$ cat src/rtl/uart_pkg.sv
// Shared UART definitions: baud count table, frame geometry, FSM states,
// and the parity / frame-building helpers used by the transmit side.
package uart_pkg;

    localparam int         FRAME_BITS = 11;
    localparam logic [3:0] FRAME_LAST = 4'd10;

    // Clocks per bit at 100 MHz; selects 12..15 fall back to 9600 baud.
    localparam logic [18:0] BAUD_COUNT [16] = '{
        19'd333333, 19'd83333, 19'd41667, 19'd20833,
        19'd10417,  19'd5208,  19'd2604,  19'd1736,
        19'd868,    19'd434,   19'd217,   19'd109,
        19'd10417,  19'd10417, 19'd10417, 19'd10417
    };

    typedef enum logic [1:0] {
        IDLE  = 2'd0,
        LOAD  = 2'd1,
        SHIFT = 2'd2
    } tx_state_e;

    // Parity over 7 or 8 data bits; odd sense inverts the even result.
    function automatic logic parity_bit(input logic [7:0] data,
                                        input logic       use_d7,
                                        input logic       odd);
        logic [7:0] masked;
        masked = use_d7 ? data : {1'b0, data[6:0]};
        return (^masked) ^ odd;
    endfunction

    // Eleven-bit line image, bit 0 goes out first: {stop, b10, b9, d6..d0, start}.
    function automatic logic [10:0] build_frame(input logic [7:0] data,
                                                input logic       eight,
                                                input logic       pen,
                                                input logic       ohel);
        logic b9;
        logic b10;
        case ({eight, pen})
            2'b00: begin
                b9  = 1'b1;
                b10 = 1'b1;
            end
            2'b01: begin
                b9  = parity_bit(data, 1'b0, ohel);
                b10 = 1'b1;
            end
            2'b10: begin
                b9  = data[7];
                b10 = 1'b1;
            end
            2'b11: begin
                b9  = data[7];
                b10 = parity_bit(data, 1'b1, ohel);
            end
            default: begin
                b9  = 1'b1;
                b10 = 1'b1;
            end
        endcase
        return {1'b1, b10, b9, data[6:0], 1'b0};
    endfunction

endpackage

$ cat src/rtl/tx_bit_timer.sv
// Bit-time and bit-count timing for the transmitter. Both counters sit at
// zero while disabled, so every frame starts from a clean count.
module tx_bit_timer
    import uart_pkg::*;
(
    input  logic        clk,
    input  logic        reset,
    input  logic        en_i,
    input  logic [18:0] bit_time_i,
    output logic        btu_o,
    output logic        done_o
);

    logic [18:0] count_q;
    logic [18:0] count_d;
    logic [3:0]  bit_q;
    logic [3:0]  bit_d;

    // Bit-time pulse on the last clock of a bit; frame done on the last bit.
    always_comb begin
        btu_o  = en_i && (count_q == (bit_time_i - 19'd1));
        done_o = btu_o && (bit_q == FRAME_LAST);
        if (!en_i) begin
            count_d = 19'd0;
            bit_d   = 4'd0;
        end else if (btu_o) begin
            count_d = 19'd0;
            bit_d   = done_o ? 4'd0 : (bit_q + 4'd1);
        end else begin
            count_d = count_q + 19'd1;
            bit_d   = bit_q;
        end
    end

    // Counter state.
    always_ff @(posedge clk or posedge reset) begin
        if (reset) begin
            count_q <= 19'd0;
            bit_q   <= 4'd0;
        end else begin
            count_q <= count_d;
            bit_q   <= bit_d;
        end
    end

endmodule

$ cat src/rtl/transmit_engine.sv
// UART transmitter: takes a byte from the processor output-port bus and
// sends start, 7/8 data bits LSB first, optional parity and stop bits.
module transmit_engine
    import uart_pkg::*;
#(
    parameter logic [15:0] DATA_PORT_ID  = 16'h0000,
    parameter int          WR_STROBE_BIT = 0
) (
    input  logic        clk,
    input  logic        reset,
    input  logic [3:0]  baud,
    input  logic        eight,
    input  logic        pen,
    input  logic        ohel,
    input  logic [15:0] writes,
    input  logic [15:0] port_id,
    input  logic [7:0]  out_port,
    output logic        tx,
    output logic        tx_rdy,
    output logic        tx_done
);

    tx_state_e   state_q;
    logic [7:0]  data_q;
    logic        eight_q;
    logic        pen_q;
    logic        ohel_q;
    logic [3:0]  baud_q;
    logic [10:0] shreg_q;
    logic        tx_rdy_q;
    logic        tx_done_q;

    logic        load_s;
    logic        timer_en_s;
    logic [18:0] bit_time_s;
    logic        btu_s;
    logic        frame_done_s;
    logic        unused_writes_s;

    // Accept a byte only when addressed, strobed and idle; pick the latched bit time.
    always_comb begin
        load_s          = writes[WR_STROBE_BIT] && (port_id == DATA_PORT_ID) && tx_rdy_q;
        timer_en_s      = (state_q == SHIFT);
        bit_time_s      = BAUD_COUNT[baud_q];
        unused_writes_s = ^writes;
    end

    tx_bit_timer u_timer (
        .clk        (clk),
        .reset      (reset),
        .en_i       (timer_en_s),
        .bit_time_i (bit_time_s),
        .btu_o      (btu_s),
        .done_o     (frame_done_s)
    );

    // Transmit FSM; the shift register's bit 0 drives the line directly.
    always_ff @(posedge clk or posedge reset) begin
        if (reset) begin
            state_q   <= IDLE;
            data_q    <= 8'h00;
            eight_q   <= 1'b0;
            pen_q     <= 1'b0;
            ohel_q    <= 1'b0;
            baud_q    <= 4'd0;
            shreg_q   <= 11'h7FF;
            tx_rdy_q  <= 1'b1;
            tx_done_q <= 1'b0;
        end else begin
            tx_done_q <= 1'b0;
            case (state_q)
                IDLE: begin
                    if (load_s) begin
                        data_q   <= out_port;
                        eight_q  <= eight;
                        pen_q    <= pen;
                        ohel_q   <= ohel;
                        baud_q   <= baud;
                        tx_rdy_q <= 1'b0;
                        state_q  <= LOAD;
                    end
                end
                LOAD: begin
                    shreg_q <= build_frame(data_q, eight_q, pen_q, ohel_q);
                    state_q <= SHIFT;
                end
                SHIFT: begin
                    if (btu_s) begin
                        shreg_q <= {1'b1, shreg_q[10:1]};
                    end
                    if (frame_done_s) begin
                        state_q   <= IDLE;
                        tx_rdy_q  <= 1'b1;
                        tx_done_q <= 1'b1;
                    end
                end
                default: begin
                    state_q  <= IDLE;
                    shreg_q  <= 11'h7FF;
                    tx_rdy_q <= 1'b1;
                end
            endcase
        end
    end

    assign tx      = shreg_q[0];
    assign tx_rdy  = tx_rdy_q;
    assign tx_done = tx_done_q;

endmodule

$ cat config.mk
export PLATFORM = sky130hd
export DESIGN_NAME = transmit_engine
export DESIGN_NICKNAME = d
export VERILOG_FILES = /design/src/rtl/uart_pkg.sv /design/src/rtl/tx_bit_timer.sv /design/src/rtl/transmit_engine.sv
export SDC_FILE = /design/constraint.sdc
export NUM_CORES = 1
export LEC_CHECK = 0
export ABC_CLOCK_PERIOD_IN_PS = 9200
export CORE_ASPECT_RATIO = 0.5
export CORE_MARGIN = 8
export CORE_UTILIZATION = 50
export DETAILED_ROUTE_END_ITERATION = 16
export MAX_ROUTING_LAYER = met4
export PLACE_DENSITY = 0.75
export SLEW_MARGIN = 25
export SYNTH_ARGS = -nofsm -noshare
export SYNTH_HDL_FRONTEND = slang
export SYNTH_SLANG_ARGS = --single-unit
$ cat constraint.sdc
create_clock -name clk -period 9.2 [get_ports clk]
set_clock_uncertainty 0.2 [all_clocks]
set_input_delay 1.84 -clock clk [delete_from_list [all_inputs] [get_ports clk]]
set_output_delay 1.84 -clock clk [all_outputs]
set_load 0.05 [all_outputs]
Yosys cells after proc, flatten, opt, wreduce, memory -nomap -nowiden

Memories as Yosys holds them, arrays and structs flattened.
Index checks and enable logic that the tools add are counted.

Bitwise gates (word level): 5
Add/sub/neg operators: 3
Reductions and logical operators: 15
Multiplexer cells: 19
Equal/unequal tests: 10
$lt $le $gt $ge: 1

Operators by type and width:

| operator              | number |
|---|---|
| $mux 19               | 4 |
| $pmux 11 s3           | 1 |
| $add 19x1->19 const B | 1 |
| $eq 19x19->1          | 1 |
| $sub 19x1->19 const B | 1 |
| $logic_not 16->1      | 1 |
| $reduce_xor 8->1      | 2 |
| $mux 4                | 3 |
| $mux 11               | 1 |
| $eq 2x2->1 const B    | 3 |
| $ne 2x2->1 const B    | 3 |
| $pmux 1 s3            | 2 |
| $pmux 2 s3            | 1 |
| $reduce_and 2->1      | 3 |
| $ge 5x5->1 const B    | 1 |
| $not 4->5             | 1 |
| $add 4x1->4 const B   | 1 |
| $eq 2x1->1 const B    | 2 |
| $eq 4x4->1 const B    | 1 |
| $logic_and 1x1->1     | 4 |
| $logic_not 2->1       | 2 |
| $mux 1                | 4 |
| $mux 2                | 2 |
| $reduce_and 3->1      | 1 |
| other kinds (5)       | 7 |

Output and inout bits: 3
Bits in read-only memories: 304
Memories kept: 1
Input port bits: 49
Bits in registers: 53
Word-level logic and storage cells: 65

Memory list:

| name            | depth | bits a word | read ports | clocked after memory_dff | wr ports | line                  | text |
|---|---|---|---|---|---|---|---|
| (no name shown) | 16    | 19          | 1          | 0                        | 0        | transmit_engine.sv:44 | `bit_time_s = BAUD_COUNT[baud_q];` |

Logic depth before layout (Yosys ltp)

Gate-level depths: netlist of run 1.

Depth after elaboration: 11
Gate-level depth with buffers: 15
Mapped depth without buffers: 13

Cells and area by module

A second synthesis of run 1 with hierarchy kept.

Cell total of the unflattened synthesis: 408
Area, all modules: 3764.9 um^2

By module, submodules not included:

| module          | cells each | area an instance (um^2) | instances |
|---|---|---|---|
| tx_bit_timer    | 226        | 1991.9                  | 1 |
| transmit_engine | 182        | 1773.0                  | 1 |

Worst setup path after synthesis of run 1

Ideal clock, no wire load.

Kind: input -> register
From: input port port_id[1]
To: register baud_q[0]
Path buffers: 1
Stages on the path: 5
Required time: 8875 ps
Library setup time: 125 ps
Arrival: 3529 ps
Slack: 5347 ps
Cells stage by stage: or4b_2 > nor4_1 > nand2_1 > clkbuf_1 > mux2_2

Cells in the longest elaborated chain, start to end: 4

Ends and longest elaborated chain:

| element                           | line                  | text |
|---|---|---|
| start: declaration                | transmit_engine.sv:16 | `input logic [15:0] port_id,` |
| $logic_not 16->1                  | transmit_engine.sv:42 | `load_s = writes[WR_STROBE_BIT] && (port_id == DATA_PORT_ID) && tx_rdy_q;` |
| $logic_and 1x1->1 (2 in series)   | transmit_engine.sv:42 |  |
| $reduce_and 2->1 (no source line) | --                    |  |
| end signal: assignment            | transmit_engine.sv:78 | `baud_q <= baud;` |
| end: declaration                  | transmit_engine.sv:28 | `logic [3:0] baud_q;` |

No other way between the ends.
A chain may end at the register's enable or synchronous reset.

Worst setup path in the final report of run 1

From: register baud_q[1]
To: register u_timer.count_q[14]

Cells in the longest elaborated chain, start to end: 9

Ends and longest elaborated chain:

| element                                     | line                  | text |
|---|---|---|
| $not 4->5 (not written as such)             | transmit_engine.sv:44 |  |
| $mem_v2 16x19                               | --                    |  |
| $mux 19 (not written as such) (2 in series) | transmit_engine.sv:44 |  |
| $sub 19x1->19                               | tx_bit_timer.sv:21    | `btu_o = en_i && (count_q == (bit_time_i - 19'd1));` |
| $eq 19x19->1                                | tx_bit_timer.sv:21    |  |
| $logic_and 1x1->1                           | tx_bit_timer.sv:21    |  |
| $mux 19                                     | tx_bit_timer.sv:26    | `end else if (btu_o) begin` |
| $mux 19                                     | tx_bit_timer.sv:23    | `if (!en_i) begin` |
| named net u_timer.count_d[14]               | tx_bit_timer.sv:15    | `logic [18:0] count_d;` |
| end signal: assignment                      | tx_bit_timer.sv:41    | `count_q <= count_d;` |
| end: declaration                            | tx_bit_timer.sv:14    | `logic [18:0] count_q;` |

The timed path passes the listed nets, and every way through them passes these cells. The select of a mux whose other input is x is not followed.

==> impl_metrics.tcl, run 1 <==
set metrics [dict create \
    num_vias 2679 \
    antenna_found_initial 0 \
    rsz0062_at_grt "no" \
    synth_top_area_share_pct 30.5 \
    critPathMaxStageDelay_ns 0.57 \
    hp-start "shreg_q[0]" \
    drv_slew 0 \
    pwr-share-clk_pct 47.0 \
    remaining_drc_errors 0 \
    die-height_um 74.0 \
    viasPerCell 5.72 \
    nNetsFinal 438 \
    synthesis.nets 411 \
    dp_slack_ns 4.56 \
    slew_headroom_pct 41.4 \
    cts.path.max_buffers 2 \
    arrival_ns 4.42 \
    portBuffers 36 \
    switching_share_pct 19.2 \
    overflow 0 \
    finalSetupTns_ns 0 \
    ant_nets 0 \
    start_kind "register" \
    drive_above_1_share_pct 13.6 \
    critPathBufInv 1 \
    synth_area_per_cell_um2 9.67 \
    fmax_ghz 0.224 \
    fin_crit_sh_pct 48.6 \
    comb_power_share_pct 4.0 \
    hp-class "reg2reg" \
    rrSetupSlack_ns 4.73 \
    wl_per_cell_um 16.3 \
    critical_path.max_fanout 19 \
    fillers 547 \
    irDropWorstVdd_mv 0.0664 \
    cts.clk_slew.worst_paths_ns 0.07 \
    p_seq_share_pct 49.0 \
    synth_seq_cells 52 \
    switchingPower_uw 89.6 \
    place_congestion 0.855 \
    ff2ff_path_depth 13 \
    cts_sinks 52 \
    seq_area_um2 1320 \
    synth_cells 348 \
    finalCriticalPeriod_ns 4.47 \
    yosysWarnings 0 \
    setup_viol 0 \
    reg2reg_from "baud_q[1]" \
    grt_pass1_vias 2717 \
    outcome "finished, final reports clean" \
    fp-row-count 21 \
    die_area_um2 9770 \
    grtUsageTotal_pct 16.3 \
    core_area_um2 6600 \
    ys_top_cells_by_area "dfrtp_1 (30%), dfstp_2 (8.6%), mux2_2 (6.0%)" \
    dr.pass1.iters 4 \
    worstSetupEndpointType "register" \
    yosysTopAreaCell "dfrtp_1" \
    crit_end "u_timer.count_q[14]" \
    critPathTopFamily "simple AND/OR/NAND/NOR gates" \
    path_depth 13 \
    powerDensity_nw_per_um2 119 \
    root_buffer "clkbuf_16" \
    fin_total_pwr_uw 467 \
    startpoint "baud_q[1]" \
    netlist_area_um2 3360 \
    fin_ws_ns 4.73 \
    path_class "reg2reg" \
    drv_cap 0 \
    worst_pin_slew_ns 0.878 \
    clk_latency_ns 0.29 \
    p_int_uw 378 \
    crit_top_cell "ha_1" \
    grt_pass1_wl_um 12800 \
    synth_edf_count 0 \
    cts.htree.levels 2 \
    utilization_pct 59.4 \
    grt_max_degree 53 \
    initial_utilization_pct 51.0 \
    cts_hold_buf 0 \
    diodes 0 \
    multiInputGateArea_um2 1900 \
    p_leak_uw 0.00167 \
    slowest_stage "nand2_1" \
    drtIter0Drc 228 \
    hpwl_um 5560 \
    synth_ff_type "dfrtp_1" \
    cts_inserted_buffers 5 \
    seq_area_frac_synth_pct 39.1 \
    cts_tree "yes" \
    wl_um 7620 \
    cts_resized 0 \
    hold_violations 0 \
    ys_types 60 \
    area_delta_synth_final_pct 16.4 \
    top_level_ports 52 \
    postCtsSetupBuffers 0 \
    crit_chain "inv_1, ha_1, nor3b_1, o21bai_1, ha_1, xnor2_1, a211oi_1, nand4_1, a2111o_1, nor4b_4, nand3_2, nand2_1, nor2_1" \
    synthArstFlopShare_pct 100 \
    worst_ep_required_time_ns 9.15 \
    rr_endpoint "u_timer.count_q[14]" \
    die_x_um 132 \
]
==> cells in the mapped netlist (3+ instances only) <==
| cell type | number |
|---|---|
| dfrtp_1 | 41 |
| nand2_1 | 26 |
| a21oi_1 | 18 |
| ha_1 | 14 |
| o21ai_0 | 21 |
| dfstp_2 | 11 |
| a31oi_1 | 3 |
| and3_1 | 7 |
| nand3_1 | 11 |
| buf_6 | 5 |
| nor3b_1 | 3 |
| clkbuf_1 | 7 |
| xnor2_1 | 17 |
| a2bb2oi_1 | 9 |
| xor2_1 | 19 |
| inv_1 | 11 |
| mux2_2 | 18 |
| a21o_1 | 4 |
| buf_2 | 3 |
| or3_1 | 3 |
| nor3_1 | 4 |
| nand2b_1 | 3 |
| or2_2 | 3 |
| nor2b_1 | 5 |
| nor2_1 | 30 |
| o21bai_1 | 3 |
| nor4_1 | 4 |
| nand4_1 | 3 |
==> power groups by stage <==
stage	sequential [uW]	clock [uW]	combinational, uW
2_1_floorplan	233	0	3.84
3_3_place_gp	233	0	18.6
3_5_place_dp	233	0	19.0
4_1_cts	229	223	19.2
5_1_grt	229	232	20.7
6_report	229	220	18.7
==> cells by family (layout without fill, tap and decap cells) <==
family	count (synthesis)	in the layout	synth area share [%]
fa+ha+maj	14	14	5.21
xor+xnor	36	36	9.37
simple gates	121	121	19.8
mux	20	20	6.62
buf+inv	28	56	4.35
compound gates	77	77	15.6
flops	52	52	39.1
==> metrics by stage <==
stage | area (um^2) | hold slack, ns | cells
5_1_grt | 3920 | 0.306 | 468
3_5_place_dp | 3740 | 0.283 | 460
2_1_floorplan | 3360 | 0.283 | 348
4_1_cts | 3920 | 0.295 | 468
6_report | 3920 | 0.297 | 468
3_3_place_gp | 3740 | 0.280 | 460
==> cells in the final DEF, fill, tap and decap left out, types with 11 or more instances in the layout <==
cell type        count
xnor2_1             17
clkdlybuf4s50_1     36
mux2_2              18
dfrtp_1             41
nand3_1             11
a21oi_1             18
dfstp_2             11
nor2_1              30
ha_1                14
o21ai_0             21
xor2_1              19
nand2_1             26
==> sequential cells by signal, summed over array words and instances, names as in the netlist <==
name / cells
baud_q: 4
data_q: 8
eight_q: 1
ohel_q: 1
pen_q: 1
shreg_q: 10
state_q: 2
tx_done: 1
tx_rdy: 1
u_timer.bit_q: 4
u_timer.count_q: 19
==> final cells by class <==
cell class,instances,share of cell area [%]
Clock buffer,6,3.55
Clock inverter,2,0.990
Inverter,12,1.18
Multi-Input combinational cell,268,48.6
Sequential cell,52,33.6
Tap cell,92,2.94
Timing Repair Buffer,36,9.20
==> worst min-delay path by stage <==
stage | slack, ns | cells after the start | end
2_1_floorplan | 0.28 | 1 | shreg_q[2]
3_3_place_gp | 0.28 | 1 | shreg_q[0]
3_5_place_dp | 0.28 | 1 | shreg_q[0]
4_1_cts | 0.29 | 1 | shreg_q[0]
5_1_grt | 0.31 | 1 | shreg_q[3]
6_report | 0.30 | 1 | shreg_q[0]
==> routing by layer <==
metal | track usage [%] | routed length, um | up-vias
met5 | - | 0 | -
met4 | 4.79 | 118 | 0
met3 | 2.43 | 314 | 11
met2 | 28.7 | 3740 | 75
met1 | 19.3 | 3450 | 1310
li1 | - | - | 1283
Power figures use the tool's default switching activity.
==> run 2, diff against run 1 <==
--- a/config.mk
+++ b/config.mk
@@ -5,7 +5,7 @@
 export SDC_FILE = /design/constraint.sdc
 export NUM_CORES = 1
 export LEC_CHECK = 0
-export ABC_CLOCK_PERIOD_IN_PS = 9200
+export ABC_CLOCK_PERIOD_IN_PS = 4500
 export CORE_ASPECT_RATIO = 0.5
 export CORE_MARGIN = 8
 export CORE_UTILIZATION = 50
==> constraint.sdc (replaced) <==
create_clock -name clk -period 4.5 [get_ports clk]
set_clock_uncertainty 0.2 [all_clocks]
set_input_delay 0.9 -clock clk [delete_from_list [all_inputs] [get_ports clk]]
set_output_delay 0.9 -clock clk [all_outputs]
set_load 0.05 [all_outputs]
==> run 2 against run 1 <==
Compared with the run above:
- cell count grew 1.1%
- count of clock-buffer cells in the layout shrank 1
- register-to-register slack lost 4.3 ns
- sequential cell count unchanged
- critical path type unchanged
- largest cell class unchanged
- largest power group unchanged
==> impl_metrics.tcl, run 2 (synthesized netlist as in run 1, its figures left out) <==
set metrics [dict create \
    fin_total_pwr_uw 954 \
    grt_pass1_vias 2666 \
    grt_pass1_wl_um 13200 \
    ant_nets 0 \
    path_class "reg2reg" \
    hp-class "reg2reg" \
    cts_resized 0 \
    ff2ff_path_depth 13 \
    p_leak_uw 0.00170 \
    drive_above_1_share_pct 14.7 \
    final_cell_mix "dfrtp_1 (41), clkdlybuf4s50_1 (36), nor2_1 (30)" \
    viasPerCell 5.67 \
    root_buffer "clkbuf_16" \
    fillers 540 \
    antenna_found_initial 0 \
    final_common_cell "dfrtp_1" \
    start_kind "register" \
    startpoint "baud_q[0]" \
    drtIter0Drc 272 \
    remaining_drc_errors 0 \
    rrSetupSlack_ns 0.41 \
    cts.htree.levels 2 \
    fmax_ghz 0.245 \
    initial_utilization_pct 51.0 \
    powerDensity_nw_per_um2 242 \
    grtUsageTotal_pct 16.8 \
    finalSetupTns_ns 0 \
    reg2reg_from "baud_q[0]" \
    postCtsSetupBuffers 0 \
    portBuffers 36 \
    wl_met3_um 278 \
    critical_path.max_fanout 14 \
    area_delta_synth_final_pct 17.4 \
    overflow 0 \
    wl_per_cell_um 15.9 \
    fin_cells 473 \
    worst_pin_slew_ns 0.895 \
    drv_slew 0 \
    fp-row-count 21 \
    irDropWorstVdd_mv 0.141 \
    cts.path.max_buffers 2 \
    fin_crit_sh_pct 90.8 \
    worst_ep_required_time_ns 4.52 \
    die-height_um 74.0 \
    worstSetupEndpointType "register" \
    dpl_cell_area_um2 3780 \
    die_area_um2 9770 \
    dr.max_layer_used "met4" \
    rr_endpoint "u_timer.bit_q[2]" \
    crit_end "u_timer.bit_q[2]" \
    cts_inserted_buffers 5 \
    setup_viol 0 \
    drv_cap 0 \
    fin_area_um2 3950 \
    num_vias 2682 \
    cts_hold_buf 0 \
    outcome "finished, final reports clean" \
    cts.clk_slew.worst_paths_ns 0.07 \
    nNetsFinal 443 \
    largest_reg_flops 19 \
    reg_top3 "u_timer.count_q x19, shreg_q x10, data_q x8" \
    slew_headroom_pct 40.2 \
    regMostFlops "u_timer.count_q" \
    utilization_pct 59.9 \
    finalCriticalPeriod_ns 4.09 \
    place_congestion 0.838 \
    top_level_ports 52 \
    cts_sinks 52 \
    rsz0062_at_grt "no" \
    wl_met1_um 3540 \
    diodes 0 \
    placed_cells 465 \
    wl_um 7510 \
    core_area_um2 6600 \
    dr.pass1.iters 4 \
    clk_latency_ns 0.29 \
    cts_tree "yes" \
    grt_max_degree 53 \
    arrival_ns 4.11 \
    hold_violations 0 \
    die_x_um 132 \
    wl_met2_um 3610 \
    hpwl_um 5400 \
]
[run 2: changes by cell type in the layout (fill, tap and decap cells not counted), sizes merged]
cell	before	now
clkbuf	6	5
inv	11	12
buf	0	5
[run 2: per-stage QoR]
step / hold slack [ns] / setup WS (ns)
after floorplan: 0.283 / 0.867
after global placement: 0.279 / 0.516
after detailed placement: 0.290 / 0.444
after CTS: 0.302 / 0.383
after global routing: 0.311 / 0.0112
final: 0.301 / 0.412
[run 2: layout make-up]
| class | count | area (um^2) | area share (%) |
|---|---|---|---|
| multi-input combinational | 268 | 1900 | 48.2 |
| timing repair buffer | 41 | 398 | 10.1 |
| clock buffer | 5 | 125 | 3.17 |
| tap | 92 | 115 | 2.92 |
| inverter | 12 | 46.3 | 1.17 |
| sequential | 52 | 1320 | 33.3 |
| clock inverter | 3 | 46.3 | 1.17 |
[run 2: how the worst min path moves through the flow]
| stage | start | to | slack [ns] | cells past startpoint |
|---|---|---|---|---|
| 2_1_floorplan | shreg_q[2] | shreg_q[2] | 0.28 | 1 |
| 5_1_grt | shreg_q[0] | shreg_q[0] | 0.31 | 1 |
| 4_1_cts | shreg_q[0] | shreg_q[0] | 0.30 | 1 |
| 6_report | shreg_q[0] | shreg_q[0] | 0.30 | 1 |
| 3_5_place_dp | shreg_q[0] | shreg_q[0] | 0.29 | 1 |
| 3_3_place_gp | shreg_q[0] | shreg_q[0] | 0.28 | 1 |
[run 2: layer usage]
layer | vias to the layer above | global-route usage [%]
met5 | - | -
met4 | 0 | 4.41
met3 | 8 | 2.90
met2 | 65 | 26.3
met1 | 1312 | 22.2
li1 | 1297 | -
[run 2: critical path, cell delays in order, from the launching register on]
cell and delay (ns):
dfrtp_1 0.52, inv_1 0.15, ha_1 0.24, nor3b_1 0.28, o21bai_1 0.21, ha_1 0.28, xnor2_1 0.14, a211oi_1 0.21
nand4_1 0.13, a2111o_1 0.42, nor4b_4 0.29, nand3_2 0.26, or4_1 0.53, a21oi_1 0.15
[run 2: power by group]
group	total, uW	leakage, uW	switching [uW]	internal [uW]
Clock	448	0.0000857	183	266
Sequential	468	0.000667	0	467
Combinational	38.7	0.000942	13.1	25.6
==> run 3, diff against run 2 <==
--- a/config.mk
+++ b/config.mk
@@ -11,7 +11,7 @@
 export CORE_UTILIZATION = 50
 export DETAILED_ROUTE_END_ITERATION = 16
 export MAX_ROUTING_LAYER = met4
-export PLACE_DENSITY = 0.75
+export PLACE_DENSITY = 0.8
 export SLEW_MARGIN = 25
 export SYNTH_ARGS = -nofsm -noshare
 export SYNTH_HDL_FRONTEND = slang
==> run 3 against run 2 <==
Compared with the run above:
- register-to-register slack gained 0.02 ns
- non-clock buffer count is the same
- global-route usage down 0.17 points
- via count increased by 0.41%
- critical path depth stayed put
- sequential cell count unchanged
- first-iteration DRC count shrank 34%
- sequential power is essentially flat
- clock power decreased by 13%
==> impl_metrics.tcl, run 3 (synthesized netlist as in run 1, its figures left out) <==
set metrics [dict create \
    outcome "finished, final reports clean" \
    path_class "reg2reg" \
    hp-class "reg2reg" \
    remaining_drc_errors 0 \
    rr_endpoint "shreg_q[2]" \
    final_cell_mix "dfrtp_1 (41), clkdlybuf4s50_1 (36), nor2_1 (30)" \
    antenna_found_initial 0 \
    hold_path_depth 1 \
    dpl_cell_area_um2 3780 \
    holdPathEnd "shreg_q[0]" \
    cts_resized 0 \
    drtIter0Drc 179 \
    grt_pass1_vias 2764 \
    fin_area_um2 3930 \
    wl_per_cell_um 16.3 \
    worst_pin_slew_ns 0.907 \
    setup_viol 0 \
    diodes 0 \
    fin_crit_sh_pct 90.3 \
    fin_total_pwr_uw 894 \
    dr.pass1.iters 4 \
    fp-row-count 21 \
    portBuffers 36 \
    fillers 555 \
    cts_sinks 52 \
    initial_utilization_pct 51.0 \
    cts_hold_buf 0 \
    grt_pass1_wl_um 12900 \
    top_level_ports 52 \
    place_congestion 0.880 \
    irDropWorstVdd_mv 0.177 \
    hpwl_um 5580 \
    ant_nets 0 \
    num_vias 2693 \
    powerDensity_nw_per_um2 228 \
    arrival_ns 4.07 \
    rrSetupSlack_ns 0.43 \
    die_area_um2 9770 \
    p_leak_uw 0.00168 \
    ff2ff_path_depth 13 \
    reg_top3 "u_timer.count_q x19, shreg_q x10, data_q x8" \
    cts_inserted_buffers 5 \
    root_buffer "clkbuf_16" \
    area_delta_synth_final_pct 16.7 \
    core_area_um2 6600 \
    hp-start "shreg_q[0]" \
    slew_headroom_pct 39.5 \
    clk_latency_ns 0.29 \
    overflow 0 \
    die_x_um 132 \
    whs_ns 0.296 \
    grtUsageTotal_pct 16.6 \
    grt_max_degree 53 \
    rsz0062_at_grt "no" \
    drv_cap 0 \
    hold_violations 0 \
    drv_slew 0 \
    final_common_cell "dfrtp_1" \
    die-height_um 74.0 \
    finalSetupTns_ns 0 \
    start_kind "register" \
    largest_reg_flops 19 \
    reg2reg_from "baud_q[0]" \
    finalCriticalPeriod_ns 4.07 \
    worstSetupEndpointType "register" \
    fmax_ghz 0.246 \
    critical_path.max_fanout 14 \
    cts.path.max_buffers 2 \
    nNetsFinal 443 \
    cts_tree "yes" \
    drive_above_1_share_pct 14.4 \
    wl_um 7690 \
    postCtsSetupBuffers 0 \
    cts.htree.levels 2 \
    viasPerCell 5.69 \
    regMostFlops "u_timer.count_q" \
    worst_ep_required_time_ns 4.51 \
    cts.clk_slew.worst_paths_ns 0.07 \
]
[run 3: critical path: stages, from the launching register on]
cell       delay (ns)
dfrtp_1          0.49
inv_1            0.15
ha_1             0.24
nor3b_1          0.29
o21bai_1         0.21
ha_1             0.28
xnor2_1          0.14
a211oi_1         0.23
nand4_1          0.11
a2111o_1         0.40
nor4b_4          0.27
nand3_2          0.26
a21oi_2          0.48
a2bb2oi_1        0.23
[run 3: layout make-up]
class	instances	area [um^2]	share of cell area [%]
tap	92	115	2.93
timing repair buffer	41	398	10.1
sequential	52	1320	33.5
clock buffer	7	143	3.63
multi-input combinational	268	1900	48.5
inverter	12	46.3	1.18
clock inverter	1	7.51	0.191
[run 3: metrics by stage]
| step | setup slack (ns) | util, % | cells |
|---|---|---|---|
| final | 0.435 | 59.6 | 473 |
| after global routing | 0.0670 | 59.6 | 473 |
| after CTS | 0.430 | 59.5 | 473 |
| after detailed placement | 0.459 | 57.3 | 465 |
| after global placement | 0.494 | 57.3 | 465 |
| after floorplan | 0.867 | - | 348 |
[run 3: worst max path at each step]
stage,start,end,cells past startpoint
finish,baud_q[0],shreg_q[2],13
global route,baud_q[0],shreg_q[2],13
floorplan,baud_q[1],u_timer.bit_q[2],14
global placement,baud_q[0],u_timer.bit_q[2],13
CTS,baud_q[0],shreg_q[2],13
detailed placement,baud_q[0],u_timer.bit_q[2],13
[run 3: layer usage]
layer  GRT usage [%]  wire, um
met1            18.9      3330
met2            30.0      4060
met5               -         0
met4            6.18        88
met3            2.16       219
[run 3: report_power, final]
| part | switching, uW | leakage (uW) | internal [uW] | total [uW] |
|---|---|---|---|---|
| registers | 0 | 0.000667 | 468 | 468 |
| logic | 12.9 | 0.000942 | 25.6 | 38.5 |
| clock network | 166 | 0.0000701 | 222 | 388 |
